===== src/rtl/nmr_bstrm_pkg.sv =====
// nmr_bstrm_pkg: shared state encoding and word-field offsets for the
// NMR bitstream sequencer.
package nmr_bstrm_pkg;

    // One-hot state encoding
    localparam logic [4:0] ST_IDLE = 5'b00001;
    localparam logic [4:0] ST_ARM  = 5'b00010;
    localparam logic [4:0] ST_RUN  = 5'b00100;
    localparam logic [4:0] ST_DONE = 5'b01000;
    localparam logic [4:0] ST_REL  = 5'b10000;

    // Total FIFO word width: end flag + dwell + data
    function automatic int bus_width(input int dw, input int cw);
        return dw + cw + 1;
    endfunction

    // LSB of the dwell field inside a FIFO word
    function automatic int cnt_lsb(input int dw);
        return dw;
    endfunction

    // Bit position of the end-of-sequence flag (word MSB)
    function automatic int end_bit(input int dw, input int cw);
        return dw + cw;
    endfunction

endpackage


===== src/rtl/nmr_bstrm_dwell_cnt.sv =====
// nmr_bstrm_dwell_cnt: loadable down-counter that stops at zero and
// reports when it has reached zero. Load wins over decrement; clear wins
// over load.
module nmr_bstrm_dwell_cnt #(
    parameter int CNT_WIDTH = 15
) (
    input  logic                 clk,
    input  logic                 rst_n,
    input  logic                 load,
    input  logic                 clr,
    input  logic [CNT_WIDTH-1:0] load_val,
    output logic                 zero
);

    logic [CNT_WIDTH-1:0] cnt_q;
    logic [CNT_WIDTH-1:0] cnt_d;

    // Next count: clear, load, or decrement while nonzero
    always_comb begin
        cnt_d = cnt_q;
        if (clr) begin
            cnt_d = '0;
        end else if (load) begin
            cnt_d = load_val;
        end else if (cnt_q != '0) begin
            cnt_d = cnt_q - CNT_WIDTH'(1);
        end
    end

    // Counter register
    always_ff @(posedge clk or negedge rst_n) begin
        if (!rst_n) begin
            cnt_q <= '0;
        end else begin
            cnt_q <= cnt_d;
        end
    end

    assign zero = (cnt_q == '0);

endmodule


===== src/rtl/nmr_bstrm_seq.sv =====
// nmr_bstrm_seq: plays words from a show-ahead FIFO onto a GPIO
// bitstream, holding each word for dwell+1 cycles, gapless between words.
// Optional feature: define NMR_BSTRM_UFLOW_EN to add the sticky `ufl`
// underflow output.
//
// state | meaning
// IDLE  | outputs idle, waiting for START to arm
// ARM   | armed, waiting for the first FIFO word
// RUN   | playing words; holds last data on FIFO underflow
// DONE  | end word finished, D_END high until STOP
// REL   | released/aborted, waiting for START to fall
module nmr_bstrm_seq
    import nmr_bstrm_pkg::*;
#(
    parameter int DATA_WIDTH = 16,
    parameter int CNT_WIDTH  = 15,
    parameter logic [DATA_WIDTH-1:0] IDLE_WORD = '0,
    parameter int WCNT_WIDTH = 16
) (
    input  logic                                           CLK,
    input  logic                                           RST_n,
    input  logic                                           START,
    input  logic                                           STOP,
    input  logic [bus_width(DATA_WIDTH, CNT_WIDTH)-1:0]    fifo_data,
    input  logic                                           fifo_empty,
    output logic                                           fifo_rd,
    output logic [DATA_WIDTH-1:0]                          bitstr_out,
    output logic                                           D_END,
    output logic                                           busy,
    output logic [WCNT_WIDTH-1:0]                          words_played
`ifdef NMR_BSTRM_UFLOW_EN
   ,output logic                                           ufl
`endif
);

    localparam int CNT_LSB = cnt_lsb(DATA_WIDTH);
    localparam int END_BIT = end_bit(DATA_WIDTH, CNT_WIDTH);

    logic [4:0]            state_q, state_d;
    logic [DATA_WIDTH-1:0] bitstr_q, bitstr_d;
    logic                  d_end_q, d_end_d;
    logic                  end_q, end_d;
    logic [WCNT_WIDTH-1:0] words_q, words_d;
    logic                  words_clr;
    logic                  pop;
    logic                  cnt_clr;
    logic                  cnt_zero;

    nmr_bstrm_dwell_cnt #(
        .CNT_WIDTH (CNT_WIDTH)
    ) u_dwell_cnt (
        .clk      (CLK),
        .rst_n    (RST_n),
        .load     (pop),
        .clr      (cnt_clr),
        .load_val (fifo_data[CNT_LSB +: CNT_WIDTH]),
        .zero     (cnt_zero)
    );

    // Sequencer next-state, pop decision and registered-output next values
    always_comb begin
        state_d   = state_q;
        bitstr_d  = bitstr_q;
        d_end_d   = 1'b0;
        end_d     = end_q;
        words_clr = 1'b0;
        pop       = 1'b0;
        cnt_clr   = 1'b0;
        case (state_q)
            ST_IDLE: begin
                bitstr_d = IDLE_WORD;
                // START with STOP parks in REL so nothing arms until START falls
                if (START && STOP) begin
                    state_d = ST_REL;
                end else if (START) begin
                    state_d   = ST_ARM;
                    words_clr = 1'b1;
                end
            end
            ST_ARM: begin
                if (STOP) begin
                    state_d  = ST_REL;
                    bitstr_d = IDLE_WORD;
                    cnt_clr  = 1'b1;
                end else if (!fifo_empty) begin
                    pop     = 1'b1;
                    state_d = ST_RUN;
                end
            end
            ST_RUN: begin
                if (STOP) begin
                    state_d  = ST_REL;
                    bitstr_d = IDLE_WORD;
                    cnt_clr  = 1'b1;
                end else if (cnt_zero) begin
                    if (end_q) begin
                        state_d  = ST_DONE;
                        bitstr_d = IDLE_WORD;
                        d_end_d  = 1'b1;
                    end else if (!fifo_empty) begin
                        pop = 1'b1;
                    end
                end
            end
            ST_DONE: begin
                bitstr_d = IDLE_WORD;
                if (STOP) begin
                    state_d = ST_REL;
                end else begin
                    d_end_d = 1'b1;
                end
            end
            ST_REL: begin
                bitstr_d = IDLE_WORD;
                if (!START) begin
                    state_d = ST_IDLE;
                end
            end
            default: begin
                state_d  = ST_IDLE;
                bitstr_d = IDLE_WORD;
            end
        endcase

        if (pop) begin
            bitstr_d = fifo_data[DATA_WIDTH-1:0];
            end_d    = fifo_data[END_BIT];
        end

        words_d = words_q;
        if (words_clr) begin
            words_d = '0;
        end else if (pop && (words_q != '1)) begin
            words_d = words_q + WCNT_WIDTH'(1);
        end
    end

    // Sequencer state and registered outputs
    always_ff @(posedge CLK or negedge RST_n) begin
        if (!RST_n) begin
            state_q  <= ST_IDLE;
            bitstr_q <= IDLE_WORD;
            d_end_q  <= 1'b0;
            end_q    <= 1'b0;
            words_q  <= '0;
        end else begin
            state_q  <= state_d;
            bitstr_q <= bitstr_d;
            d_end_q  <= d_end_d;
            end_q    <= end_d;
            words_q  <= words_d;
        end
    end

`ifdef NMR_BSTRM_UFLOW_EN
    logic ufl_q, ufl_d;
    logic uflow;

    // Underflow: word expired, no end flag, nothing waiting in the FIFO
    always_comb begin
        uflow = (state_q == ST_RUN) && !STOP && cnt_zero && !end_q && fifo_empty;
        ufl_d = ufl_q;
        if (words_clr) begin
            ufl_d = 1'b0;
        end else if (uflow) begin
            ufl_d = 1'b1;
        end
    end

    // Sticky underflow flag
    always_ff @(posedge CLK or negedge RST_n) begin
        if (!RST_n) begin
            ufl_q <= 1'b0;
        end else begin
            ufl_q <= ufl_d;
        end
    end

    assign ufl = ufl_q;
`endif

    assign fifo_rd      = pop;
    assign bitstr_out   = bitstr_q;
    assign D_END        = d_end_q;
    assign busy         = (state_q == ST_ARM) || (state_q == ST_RUN);
    assign words_played = words_q;

endmodule


===== config.mk =====
export PLATFORM = sky130hd
export DESIGN_NAME = nmr_bstrm_seq
export DESIGN_NICKNAME = d
export VERILOG_FILES = /design/src/rtl/nmr_bstrm_pkg.sv /design/src/rtl/nmr_bstrm_dwell_cnt.sv /design/src/rtl/nmr_bstrm_seq.sv
export SDC_FILE = /design/constraint.sdc
export NUM_CORES = 1
export LEC_CHECK = 0
export BUFFER_PORTS_ARGS = -buffer_cell sky130_fd_sc_hd__buf_2
export CELL_PAD_IN_SITES_DETAIL_PLACEMENT = 1
export CELL_PAD_IN_SITES_GLOBAL_PLACEMENT = 2
export CORE_MARGIN = 8
export CORE_UTILIZATION = 35
export CTS_CLUSTER_DIAMETER = 30
export DETAILED_ROUTE_END_ITERATION = 8
export PLACE_DENSITY = 0.83
export SYNTH_ARGS = -nofsm -noshare
export SYNTH_HDL_FRONTEND = slang
export SYNTH_SLANG_ARGS = --single-unit

===== constraint.sdc =====
create_clock -name CLK -period 6.3 [get_ports CLK]
set_input_delay 1.26 -clock CLK [delete_from_list [all_inputs] [get_ports CLK]]
set_output_delay 1.26 -clock CLK [all_outputs]
set_load 0.01 [all_outputs]

* Word level (Yosys, flattened, before mapping)
Index checks and enable logic that the tools add are counted.
** Word-level totals
- Register bits after elaboration :: 54
- Input bits :: 37
- Output and inout bits :: 35
- Logic and storage cells :: 70
** Cells by class
- Add/subtract/negate cells :: 2
- Equality and inequality tests :: 15
- Muxes and demuxes :: 37
- Reduce and logical (&&, ||, !) cells :: 10
** Operators by type and width (number)
- 16-bit two-way mux :: 7
- 15-bit two-way mux :: 3
- 5-bit two-way mux :: 9
- 16-bit case mux with 2 select lines :: 1
- 5-bit case mux with 5 select lines :: 1
- 16-bit by 1-bit adder with 16-bit output (second input constant) :: 1
- 16-bit inequality test (second input constant) :: 1
- 15-bit zero test :: 1
- 3-bit inequality test (second input constant) :: 5
- 15-bit nonzero test :: 1
- 15-bit by 1-bit subtractor with 15-bit output (second input constant) :: 1
- 1-bit two-way mux :: 14
- 4-bit inequality test (second input constant) :: 2
- 6-bit AND reduction :: 1
- 5-bit by 1-bit equality test with 1-bit output (second input constant) :: 1
- 5-bit by 2-bit equality test with 1-bit output (second input constant) :: 1
- 5-bit by 3-bit equality test with 1-bit output (second input constant) :: 1
- 5-bit by 4-bit equality test with 1-bit output (second input constant) :: 1
- 5-bit equality test (second input constant) :: 1
- 2-bit inequality test (second input constant) :: 2
- 1-bit case mux with 2 select lines :: 2
- 3-bit AND reduction :: 1
- 3-bit nonzero test :: 1
- 1-bit logical AND :: 2
- 3 further kinds :: 3

* Logic depth before layout (Yosys ltp)
- Word-level depth :: 8
- Gate-level depth with buffers :: 9
- Mapped depth without buffers :: 7

* By module
From an unflattened synthesis, not the netlist that was laid out.
** Unflattened totals
- Cell total of the unflattened synthesis :: 299
- Area total of the unflattened synthesis :: 2991.6 sq um
** By module, submodules not included
- nmr_bstrm_seq :: instances 1, cells an instance 195, area an instance 2050.7 sq um, sequential area each 977.2 sq um
- nmr_bstrm_dwell_cnt :: instances 1, cells an instance 104, area an instance 940.9 sq um, sequential area each 375.4 sq um

* Worst setup path before layout
Ideal clock, no wire load.
- Path kind :: input -> output
- Start :: input port STOP
- End :: output port fifo_rd
- Arrival :: 2.853 ns
- Required time :: 5.040 ns
- Slack :: 2.187 ns
- Stages on the path :: 7
- Buffers on the path :: 2
- Cell sequence :: buf_2 or4_4 nor4b_4 o21a_1 o21ai_1 inv_2 buf_2
** On the way
- Word-level cells in the longest chain between the ends :: 2
- Elaborated cells between the ends (all ways) :: 3
- Those cells by class :: mux: 3
** Ends and longest elaborated chain
- start, declared :: line nmr_bstrm_seq.sv:23 : input logic STOP,
- 1-bit two-way mux (on tied branches) :: line nmr_bstrm_seq.sv:91, nmr_bstrm_seq.sv:81
- 1-bit case mux with 2 select lines * :: line nmr_bstrm_seq.sv:69 : case (state_q)
- end, declared :: line nmr_bstrm_seq.sv:26 : output logic fifo_rd,
Every way passes the cells marked *; elsewhere a longest branch is shown, timed or not.

* Worst setup path in the final report
Same ends and word-level chain as after synthesis.

==> qor.csv <==
metric,value,unit
ant_nets,0,
critPathRequiredTime,5.04,ns
fin_util,42.3,%
synth.avg_cell_area,9.96,µm²
syn_inst,289,
antenna_found_initial,0,
rrSetupSlack,3.31,ns
area_growth_syn_to_layout,18.8,%
portBuffers,71,
firstDrtPassIters,4,
yosysTopAreaCell,dfrtp_1,
max_slew.worst_pin.slew,0.883,ns
end_kind,output pin,
synth_area,0.00288,mm²
layout_setup_ws,2.05,ns
grt_usage,14.7,%
ctsRootBufferMaster,clkbuf_8,
fin_skew,0.0109,ns
fp.dieH,107,µm
status,"finished, final reports clean",
num_rows,33,
post_cts_buffers,0,
die_x,107,µm
max_freq,236,MHz
synth_area_leaders,"dfrtp_1, a22o_1, nor3_1",
start_util,35.6,%
antenna_cells,0,
core_area,0.00809,mm²
hold_class,flop to flop,
grt_pass1_wl,13900,µm
fin_tns_setup,0,ns
vias,2602,
fin_nets,394,
grt_max_degree,55,
die_area,0.0114,mm²
hold_viol,0,
cts_resized,0,
cap_violations,0,
period_share,67.4,%
yosys_warnings,0,
dp_hpwl,5850,µm
cts_hold_buf,0,
num_io_pins,72,
synth-edff-count,0,
min_period,4.25,ns
ys_seq_elements,54,
crit_path_max_fanout,18,
hold_depth,1,
drive_gt1_share,26.7,%
critPathKind,input port to output pin,
wl_per_cell,17.7,µm
cts_sinks,54,
cts_buffers,5,
rr_worst_depth,8,
dp_slack,2.06,ns
gp_congestion,0.787,
cts_max_level,2,
drt-initial-drc-count,130,
cts_tree,built,
p_leak,1.51,nW
clock_latency,0.32,ns
rsz0062_at_grt,no,
synth_top_area_share,46.1,%
setup_viol,0,
cp_data_arrival_time,2.99,ns
grt_overflow_total,0,
path_clk_slew,0.12,ns
via_per_inst,5.64,
seq_area_frac_synth,47.0,%
synthesis.nets,328,
synthFlopType,dfrtp_1,
slew_headroom,40.6,%
cp-start-kind,input port,
synthDistinctLibCells,51,
finalMaxSlewViolations,0,
route.detailed.drc,0,
fillers,970,
async_flop_share,100,%
power_density,276,mW/mm²
clock_path_buffers,2,
max-vdd-ir-drop,0.106,mV
grt_pass1_vias,2868,
wirelength,8170,µm
==> power breakdown <==
group / internal [mW] / switching (mW) / leakage (nW)
Combinational: 0.121 / 0.135 / 0.737
Clock: 0.0837 / 0.135 / 0.0506
Sequential: 0.405 / 0.0638 / 0.726
Total: 0.609 / 0.333 / 1.51
==> sequential cells by signal, summed over array words and instances (netlist names) <==
signal	count
words_played	16
state_q	5
D_END	1
u_dwell_cnt.cnt_q	15
end_q	1
bitstr_out	16
==> per-layer routing <==
layer  routed length [µm]  vias to the layer above  track usage [%]
met4                   38                        0             2.41
met3                  555                        4             4.98
met2                 3640                       62             23.9
li1                     -                     1243                -
met1                 3930                     1293             18.9
met5                    0                        -                0
==> final timing paths <==
check | start | end
max | STOP | fifo_rd
max reg2reg | u_dwell_cnt.cnt_q[0] | words_played[15]
max in group asynchronous | RST_n | u_dwell_cnt.cnt_q[7]
min reg2reg | bitstr_out[6] | bitstr_out[6]
min in group asynchronous | RST_n | u_dwell_cnt.cnt_q[11]
min | bitstr_out[6] | bitstr_out[6]
==> worst max-delay path, stage by stage <==
cell and delay (ns):
buf_2 0.15, or4_4 0.47, nor4b_4 0.33, o21a_1 0.19
o21ai_1 0.10, inv_2 0.27, buf_2 0.20
==> cells in the mapped netlist, types with 3 or more instances <==
cell type / instances
mux2i_1: 5
a21oi_1: 13
a211oi_1: 13
xor2_1: 6
a22o_1: 17
and3_1: 3
o311ai_0: 3
nor3_1: 24
or3_1: 3
nor2_1: 13
clkbuf_1: 10
o21ai_0: 8
o31ai_1: 10
dfrtp_1: 53
nand4_1: 7
nor4_1: 6
buf_2: 4
nand3_1: 9
o211ai_1: 4
nand2b_1: 6
xnor2_1: 7
or4_1: 10
inv_1: 6
nand2_1: 14
==> cells by family after synthesis <==
family                   share of synthesized area (%)
multiplexers                                      2.13
AND/OR/NAND/NOR                                   22.7
flip-flops                                        47.0
adder cells (fa/ha/maj)                          0.869
AO/OA/AOI/OAI                                     19.9
buffers and inverters                             3.43
XOR/XNOR                                          3.96
==> cell type report <==
cell class              count  area, µm²  share of cell area [%]
clock inverters             3       28.8                   0.842
inverters                   7       26.3                   0.768
repair buffers             75        385                    11.3
well taps                 105        131                    3.84
multi-input cells         212       1430                    41.7
flip-flops and latches     54       1350                    39.6
clock buffers               5       68.8                    2.01
==> cells in the final DEF (no fill, tap or decap), types with 7 or more instances in the layout <==
cell,instances
nor3_1,24
nand2_1,14
xnor2_1,7
buf_2,71
a211oi_1,13
o31ai_1,10
nor2_1,13
a22o_1,17
or4_1,10
o21ai_0,8
nand3_1,9
dfrtp_1,53
a21oi_1,13
nand4_1,7
==> metrics by stage <==
stage	area (µm²)	power, mW	std cells	hold slack [ns]
CTS	3420	0.954	461	0.515
global route	3420	1.01	461	0.528
global placement	3320	0.722	453	0.483
floorplan	2880	0.657	289	0.529
finish	3420	0.942	461	0.509
detailed placement	3320	0.732	453	0.483
No activity file was read; power rests on OpenSTA's default activity.
